===== src/rtl/div_share_arbiter_pkg.sv =====
// div_arb_pkg: FSM state type and shared constants for the divider-share arbiter.
package div_arb_pkg;
  typedef enum logic [1:0] {IDLE, RUN, FINISH} state_t;
  localparam int DIV_CYCLES_DEFAULT = 33;
  localparam logic REQ0 = 1'b0;
  localparam logic REQ1 = 1'b1;
endpackage


===== src/rtl/div_share_arbiter_if.sv =====
// div_share_arbiter_if: requester handshake and divider pins of the divider-share arbiter.
interface div_share_arbiter_if;
  logic req0, req1;
  logic [31:0] a0, b0, a1, b1;
  logic done0, done1;
  logic [31:0] result0, result1;
  logic dz0, dz1;
  logic busy;
  logic div_start, div_clk_en;
  logic [31:0] div_dataa, div_datab, div_result;
  modport slave (
    input req0, req1, a0, b0, a1, b1, div_result,
    output done0, done1, result0, result1, dz0, dz1, busy, div_start, div_clk_en, div_dataa, div_datab
  );
  modport master (
    output req0, req1, a0, b0, a1, b1, div_result,
    input done0, done1, result0, result1, dz0, dz1, busy, div_start, div_clk_en, div_dataa, div_datab
  );
endinterface


===== src/rtl/div_rr_picker.sv =====
// div_rr_picker: two-way round-robin choice; on a tie the requester not served last wins.
module div_rr_picker (
  input  logic [1:0] elig,
  input  logic       last_gnt,
  output logic       gnt_valid,
  output logic       gnt_id
);
  always_comb begin
    gnt_valid = |elig;
    gnt_id = (&elig) ? ~last_gnt : elig[1];
  end
endmodule


===== src/rtl/div_share_arbiter.sv =====
// div_share_arbiter: shares one iterative divider between two requesters,
// sequencing start, fixed latency wait and per-requester result capture.
module div_share_arbiter
  import div_arb_pkg::*;
#(
  parameter int DIV_CYCLES = DIV_CYCLES_DEFAULT,
  parameter int CNT_W = 6
) (
  input logic clk,
  input logic reset,
  input logic clk_en,
  div_share_arbiter_if.slave bus
);
  state_t state, nxt;
  logic [CNT_W-1:0] cnt;
  logic start_pend, gnt_id, last_gnt, pick_valid, pick_id;
  logic [31:0] op_a, op_b;
  logic [1:0] done, dz, elig;
  logic [1:0][31:0] result;
  // a requester still seeing its own done is not eligible, so it cannot re-win immediately
  assign elig = {bus.req1 & ~done[REQ1], bus.req0 & ~done[REQ0]};
  div_rr_picker picker (
    .elig(elig),
    .last_gnt(last_gnt),
    .gnt_valid(pick_valid),
    .gnt_id(pick_id)
  );
  always_comb begin
    nxt = state;
    case (state)
      IDLE:    nxt = pick_valid ? RUN : IDLE;
      RUN:     nxt = (cnt == '0) ? FINISH : RUN;
      FINISH:  nxt = IDLE;
      default: nxt = IDLE;
    endcase
  end
  always_ff @(posedge clk or posedge reset)
    if (reset) state <= IDLE;
    else if (clk_en) state <= nxt;
  always_ff @(posedge clk or posedge reset)
    if (reset) begin
      cnt <= '0;
      start_pend <= 1'b0;
      gnt_id <= REQ0;
      last_gnt <= REQ1;
      op_a <= '0;
      op_b <= '0;
      done <= '0;
      dz <= '0;
      result <= '0;
    end else if (clk_en) begin
      done <= '0;
      if (state == IDLE && pick_valid) begin
        op_a <= pick_id ? bus.a1 : bus.a0;
        op_b <= pick_id ? bus.b1 : bus.b0;
        gnt_id <= pick_id;
        cnt <= CNT_W'(DIV_CYCLES - 1);
        start_pend <= 1'b1;
      end
      if (state == RUN) begin
        start_pend <= 1'b0;
        cnt <= cnt - 1'b1;
      end
      if (state == FINISH) begin
        result[gnt_id] <= bus.div_result;
        dz[gnt_id] <= (op_b == '0);
        done[gnt_id] <= 1'b1;
        last_gnt <= gnt_id;
      end
    end
  assign bus.busy = (state != IDLE);
  assign bus.div_start = start_pend;
  assign bus.div_clk_en = clk_en;
  assign bus.div_dataa = op_a;
  assign bus.div_datab = op_b;
  assign bus.done0 = done[REQ0];
  assign bus.done1 = done[REQ1];
  assign bus.dz0 = dz[REQ0];
  assign bus.dz1 = dz[REQ1];
  assign bus.result0 = result[REQ0];
  assign bus.result1 = result[REQ1];
endmodule


===== src/flat_wrapper.sv =====
// flat-port wrapper written by rule: the top's interface ports become plain ports
module div_share_arbiter_flat import div_arb_pkg::*;
#(
  parameter int DIV_CYCLES = DIV_CYCLES_DEFAULT,
  parameter int CNT_W = 6
)
  (clk, reset, clk_en, bus_req0, bus_req1, bus_a0, bus_b0, bus_a1, bus_b1, bus_div_result, bus_done0, bus_done1, bus_result0, bus_result1, bus_dz0, bus_dz1, bus_busy, bus_div_start, bus_div_clk_en, bus_div_dataa, bus_div_datab);
  div_share_arbiter_if bus_i ();
  input logic clk;
  input logic reset;
  input logic clk_en;
  input wire logic [$bits(bus_i.req0)-1:0] bus_req0;
  input wire logic [$bits(bus_i.req1)-1:0] bus_req1;
  input wire logic [$bits(bus_i.a0)-1:0] bus_a0;
  input wire logic [$bits(bus_i.b0)-1:0] bus_b0;
  input wire logic [$bits(bus_i.a1)-1:0] bus_a1;
  input wire logic [$bits(bus_i.b1)-1:0] bus_b1;
  input wire logic [$bits(bus_i.div_result)-1:0] bus_div_result;
  output wire logic [$bits(bus_i.done0)-1:0] bus_done0;
  output wire logic [$bits(bus_i.done1)-1:0] bus_done1;
  output wire logic [$bits(bus_i.result0)-1:0] bus_result0;
  output wire logic [$bits(bus_i.result1)-1:0] bus_result1;
  output wire logic [$bits(bus_i.dz0)-1:0] bus_dz0;
  output wire logic [$bits(bus_i.dz1)-1:0] bus_dz1;
  output wire logic [$bits(bus_i.busy)-1:0] bus_busy;
  output wire logic [$bits(bus_i.div_start)-1:0] bus_div_start;
  output wire logic [$bits(bus_i.div_clk_en)-1:0] bus_div_clk_en;
  output wire logic [$bits(bus_i.div_dataa)-1:0] bus_div_dataa;
  output wire logic [$bits(bus_i.div_datab)-1:0] bus_div_datab;
  assign bus_i.req0 = bus_req0;
  assign bus_i.req1 = bus_req1;
  assign bus_i.a0 = bus_a0;
  assign bus_i.b0 = bus_b0;
  assign bus_i.a1 = bus_a1;
  assign bus_i.b1 = bus_b1;
  assign bus_i.div_result = bus_div_result;
  assign bus_done0 = bus_i.done0;
  assign bus_done1 = bus_i.done1;
  assign bus_result0 = bus_i.result0;
  assign bus_result1 = bus_i.result1;
  assign bus_dz0 = bus_i.dz0;
  assign bus_dz1 = bus_i.dz1;
  assign bus_busy = bus_i.busy;
  assign bus_div_start = bus_i.div_start;
  assign bus_div_clk_en = bus_i.div_clk_en;
  assign bus_div_dataa = bus_i.div_dataa;
  assign bus_div_datab = bus_i.div_datab;
  div_share_arbiter #(.DIV_CYCLES(DIV_CYCLES), .CNT_W(CNT_W)) u_core (.clk(clk), .reset(reset), .clk_en(clk_en), .bus(bus_i));
endmodule

===== config.mk =====
export PLATFORM = sky130hd
export DESIGN_NAME = div_share_arbiter_flat
export DESIGN_NICKNAME = d
export VERILOG_FILES = /design/src/rtl/div_share_arbiter_pkg.sv /design/src/rtl/div_share_arbiter_if.sv /design/src/rtl/div_rr_picker.sv /design/src/rtl/div_share_arbiter.sv /design/src/flat_wrapper.sv
export SDC_FILE = /design/constraint.sdc
export NUM_CORES = 1
export LEC_CHECK = 0
export ABC_CLOCK_PERIOD_IN_PS = 5440
export CAP_MARGIN = 20
export CORE_UTILIZATION = 29
export DETAILED_ROUTE_END_ITERATION = 7
export GPL_TIMING_DRIVEN = 0
export SLEW_MARGIN = 20
export SYNTH_ARGS = -nofsm -noshare
export SYNTH_HDL_FRONTEND = slang
export SYNTH_SLANG_ARGS = --single-unit

===== constraint.sdc =====
create_clock -name clk -period 5.44 [get_ports clk]
set_input_delay 1.632 -clock clk [delete_from_list [all_inputs] [get_ports clk]]
set_output_delay 1.632 -clock clk [all_outputs]
set_load 0.1 [all_outputs]

Yosys cells after proc, flatten, opt, wreduce, memory -nomap -nowiden
Index checks and enable logic that the tools add are counted.

Bits in registers: 143. Latch bits: 0. Memory bits (writable): 0. Bits in read-only memories: 0. Output and inout bits: 135. Memories: 0.

Add/subtract/negate cells: 1. Multiply operators: 0. Divide/modulo/power cells: 0. $lt $le $gt $ge: 2. Equality and inequality tests: 2. Shift operators: 0. Mux-type cells: 17. Bitwise gates (word level): 5. Reductions and logical operators: 12.

Operator list (number): 32-bit two-way mux (3); 64-bit bitwise mux (1); 32-bit demux with 1-bit select (1); 32-bit logical NOT (1); 6-bit two-way mux (2); 2-bit AND reduction (4); 6-bit logical NOT (1); 6-bit by 1-bit subtractor with 6-bit output (second input constant) (1); 1-bit two-way mux (5); 2-bit two-way mux (2); 2-bit one-hot mux with 2 select lines (1); 2-bit nonzero test (2); 1-bit NOT (3); 1-bit bitwise AND (2); 2-bit bitwise mux (1); 2-bit by 1-bit == test with 1-bit output (second input constant) (1); 2-bit == test (second input constant) (1); 1-bit logical AND (2); 2-bit logical NOT (1); 1-bit by 2-bit < comparator with 1-bit output (second input constant) (1); 2-bit OR reduction (1); 1-bit demux with 1-bit select (1); 1-bit >= comparator (second input constant) (1).

Depth between registers and ports, before layout
Word-level depth: 6. Gate-level depth with buffers: 6.

Modules after synthesis
A second synthesis with hierarchy kept.

Cells, all modules: 489. Area, all modules: 6213.5 um2.

By module, submodules not included: div_share_arbiter (times used 1, cells an instance 487, area each 6199.7 um2); div_rr_picker (times used 1, cells an instance 2, area each 13.8 um2).

Worst setup path before layout
OpenSTA, ideal clock, no wires.

Kind: input to output. Start point: input clk_en. End point: output bus_div_clk_en. Arrival time: 1.895 ns. Required time: 3.808 ns. Slack: 1.913 ns. Stages on the path: 1. Path buffers: 1. Cells stage by stage: buf_4.

RTL lines: from (decl) (RTL line flat_wrapper.sv:11) `input logic clk_en;`; to (decl) (RTL line flat_wrapper.sv:27) `output wire logic [$bits(bus_i.div_clk_en)-1:0] bus_div_clk_en;`.

No word-level cell between the ends.

Worst setup path after layout
Start point: input clk_en. End point: output bus_div_clk_en.

No word-level cell between the ends.

==> flow_metrics.py <==
metrics = {
    "global_route": {
        "grt_pass1_vias": 5059,
        "track_usage_pct": 17.0,
        "grt-ovfl-total": 0,
        "grt_pass1_wl_um": 28500,
        "grt_max_degree": 34,
        "antenna_found_initial": 0,
    },
    "route": {
        "viasPerCell": 4.45,
        "vias": 4896,
        "drc": 0,
        "drtPass1Iterations": 4,
        "drt_iter0_drc": 136,
        "routed_wl_um": 18000,
        "wl_per_cell_um": 16.4,
        "ant_nets": 0,
    },
    "critical_path": {
        "slowest_stage": "clkdlybuf4s50_1",
        "endpoint_kind": "output port",
        "crit_arrival_ps": 2820,
        "cp_cell_sequence": "buf_4 -> clkdlybuf4s50_1",
        "start_kind": "input pin",
        "slowest_delay_ps": 1110,
        "critPathBufInv": 2,
        "critPathTopFamily": "buffers and inverters",
        "cp_max_fo": 2,
        "path_class": "in -> out",
        "cp.required_ps": 3810,
    },
    "floorplanning": {
        "coreArea_mm2": 0.0210,
        "die_x_um": 148,
        "fp.dieH_um": 148,
        "pin_count": 300,
        "dieArea_mm2": 0.0220,
        "initial_utilization_pct": 29.6,
        "row_count": 53,
    },
    "timing": {
        "worst_pin_slew_ps": 1060,
        "fmax_ghz": 0.224,
        "finalCritPeriodShare_pct": 81.9,
        "finalHoldViolCount": 0,
        "final.min_clock_period_ps": 4450,
        "setup_viol": 0,
        "rsz0062_at_grt": "no",
        "final.setup.worst_slack_ps": 985,
        "slew_viol_final": 0,
        "tns_ps": 0,
        "slew_headroom_pct": 29.1,
        "finClkSkew_ps": 10.1,
    },
    "worst_hold_path": {
        "hold_class": "reg -> reg",
    },
    "flow_run": {
        "maxCapViolations": 0,
    },
    "logic_synthesis": {
        "synth_top_family_by_area": "multiplexers",
        "avgSynthCellArea_um2": 12.7,
        "synth_top_area_cell": "dfrtp_1",
        "synth_compound_area_share_pct": 6.98,
        "synth.distinct_cells": 36,
        "synth_top_area_share_pct": 57.1,
        "seq_area_frac_synth_pct": 57.6,
        "postSynthCellCount": 491,
        "synthTopCellsByArea": "dfrtp_1 (57%), mux2i_1 (10%), mux2_4 (7.0%)",
        "synth-xor-area-share_pct": 0.423,
        "synthMuxAreaShare_pct": 23.6,
        "yosys_warnings": 0,
        "yosys.area_share.simple_pct": 7.53,
        "yosys.area_share.adder_pct": 0.201,
        "synth_nets": 657,
        "synth_area_mm2": 0.00622,
        "ys_seq_elements": 143,
    },
    "clocking": {
        "clk_pin_slew_ps": 60,
        "post_cts_buffers": 0,
        "cts_tree": "built",
        "cts_resized": 0,
        "cts_inserted_buffers": 17,
        "cts_max_level": 4,
        "cts.sinks": 143,
        "cts_hold_buf": 0,
        "clockBufferDepth": 2,
        "insertion_delay_ps": 420,
        "clock-root-buffer": "clkbuf_16",
    },
    "placement": {
        "hpwl_um": 14000,
        "place_area_mm2": 0.00963,
        "gp_congestion": 0.766,
        "pre_cts_ws_ps": 983,
        "portBuffers": 298,
    },
    "layout": {
        "design_area_mm2": 0.0102,
        "drive_gt1_share_pct": 15.6,
        "n_antenna_cell": 0,
        "syn2layout_area_growth_pct": 64.8,
        "final_nets": 978,
    },
    "outcome": {
        "status": "finished clean",
    },
}
[cell families after synthesis]
| kind of cell | count (synthesis) |
|---|---|
| AOI/OAI and AO/OA | 80 |
| muxes | 128 |
| xor gates and xnor gates | 3 |
| adders and majority gates | 1 |
| and+or+nand+nor | 100 |
| DFF | 143 |
| buffers and inverters | 36 |
[path summary, 6_finish.rpt]
path                                  from                       end  slack [ps]  depth (start not counted)
max reg2reg                 u_core.done[0]  u_core.bus.div_dataa[28]        3370                          6
max                                 clk_en            bus_div_clk_en         990                          2
min                        u_core.last_gnt           u_core.last_gnt         460                          2
max in group asynchronous            reset            u_core.done[1]        3080                          4
min reg2reg                u_core.last_gnt           u_core.last_gnt         460                          2
min in group asynchronous            reset  u_core.bus.div_dataa[17]        1600                          2
[through the flow]
| stage | cells | utilization (%) | hold slack [ps] |
|---|---|---|---|
| 2_1_floorplan | 491 | - | 439 |
| 3_3_place_gp | 1064 | 45.4 | 448 |
| 3_5_place_dp | 1068 | 45.8 | 451 |
| 4_1_cts | 1100 | 48.8 | 462 |
| 5_1_grt | 1100 | 48.8 | 499 |
| 6_report | 1100 | 48.8 | 458 |
[cells in the final DEF (no fill, tap or decap), types with 7 or more instances in the layout]
master           netlist  routed
nand2_1               73      73
clkbuf_16              0      17
buf_12                 3       7
mux2_4                29      29
buf_4                  7       7
buf_2                  8       8
mux2_2                35      35
nor4_1                 9       9
clkdlybuf4s50_1        0     298
dfrtp_1              142     142
o21ai_0               72      72
clkbuf_1              10      10
mux2i_1               64      64
[per-layer routing]
layer | up-vias | wire length [µm] | global-route usage, %
met2 | 203 | 8500 | 27.6
li1 | 2372 | - | -
met1 | 2306 | 7800 | 21.2
met3 | 15 | 1470 | 5.52
met4 | 0 | 250 | 5.82
met5 | - | 0 | 0
[synthesized netlist by cell type, drive strengths merged]
library cell,instances
a21o,1
or3,3
a21bo,2
and2,2
clkbuf,10
dfrtp,142
a21boi,1
nor3,1
nand2,73
mux2,64
mux2i,64
nand3b,1
nand4,4
xor2,1
o311ai,1
nor4,9
dfstp,1
o41ai,1
o211ai,1
or3b,1
inv,7
ha,1
nand4b,1
o21ai,72
nor2,3
xnor2,2
o31ai,1
buf,19
nor2b,2
[sequential cells by signal, summed over array words and instances (netlist names)]
register,cells
u_core.bus.result0,32
u_core.bus.div_datab,32
u_core.bus.div_start,1
u_core.cnt,6
u_core.state,2
u_core.bus.result1,32
u_core.last_gnt,1
u_core.dz,2
u_core.bus.div_dataa,32
u_core.gnt_id,1
u_core.done,2
[cell type report]
class	instances	area, µm²
Clock buffer	17	425
Inverter	7	30.0
Timing Repair Buffer	302	3060
Multi-Input combinational cell	312	2410
Sequential cell	143	3580
Clock inverter	15	194
Fill cell	1949	10800
Tap cell	275	344
Buffer	29	201
Power is left out: the tool's default activity adds up to more than one toggle a clock period on the data nets, which glitch-free logic cannot reach.
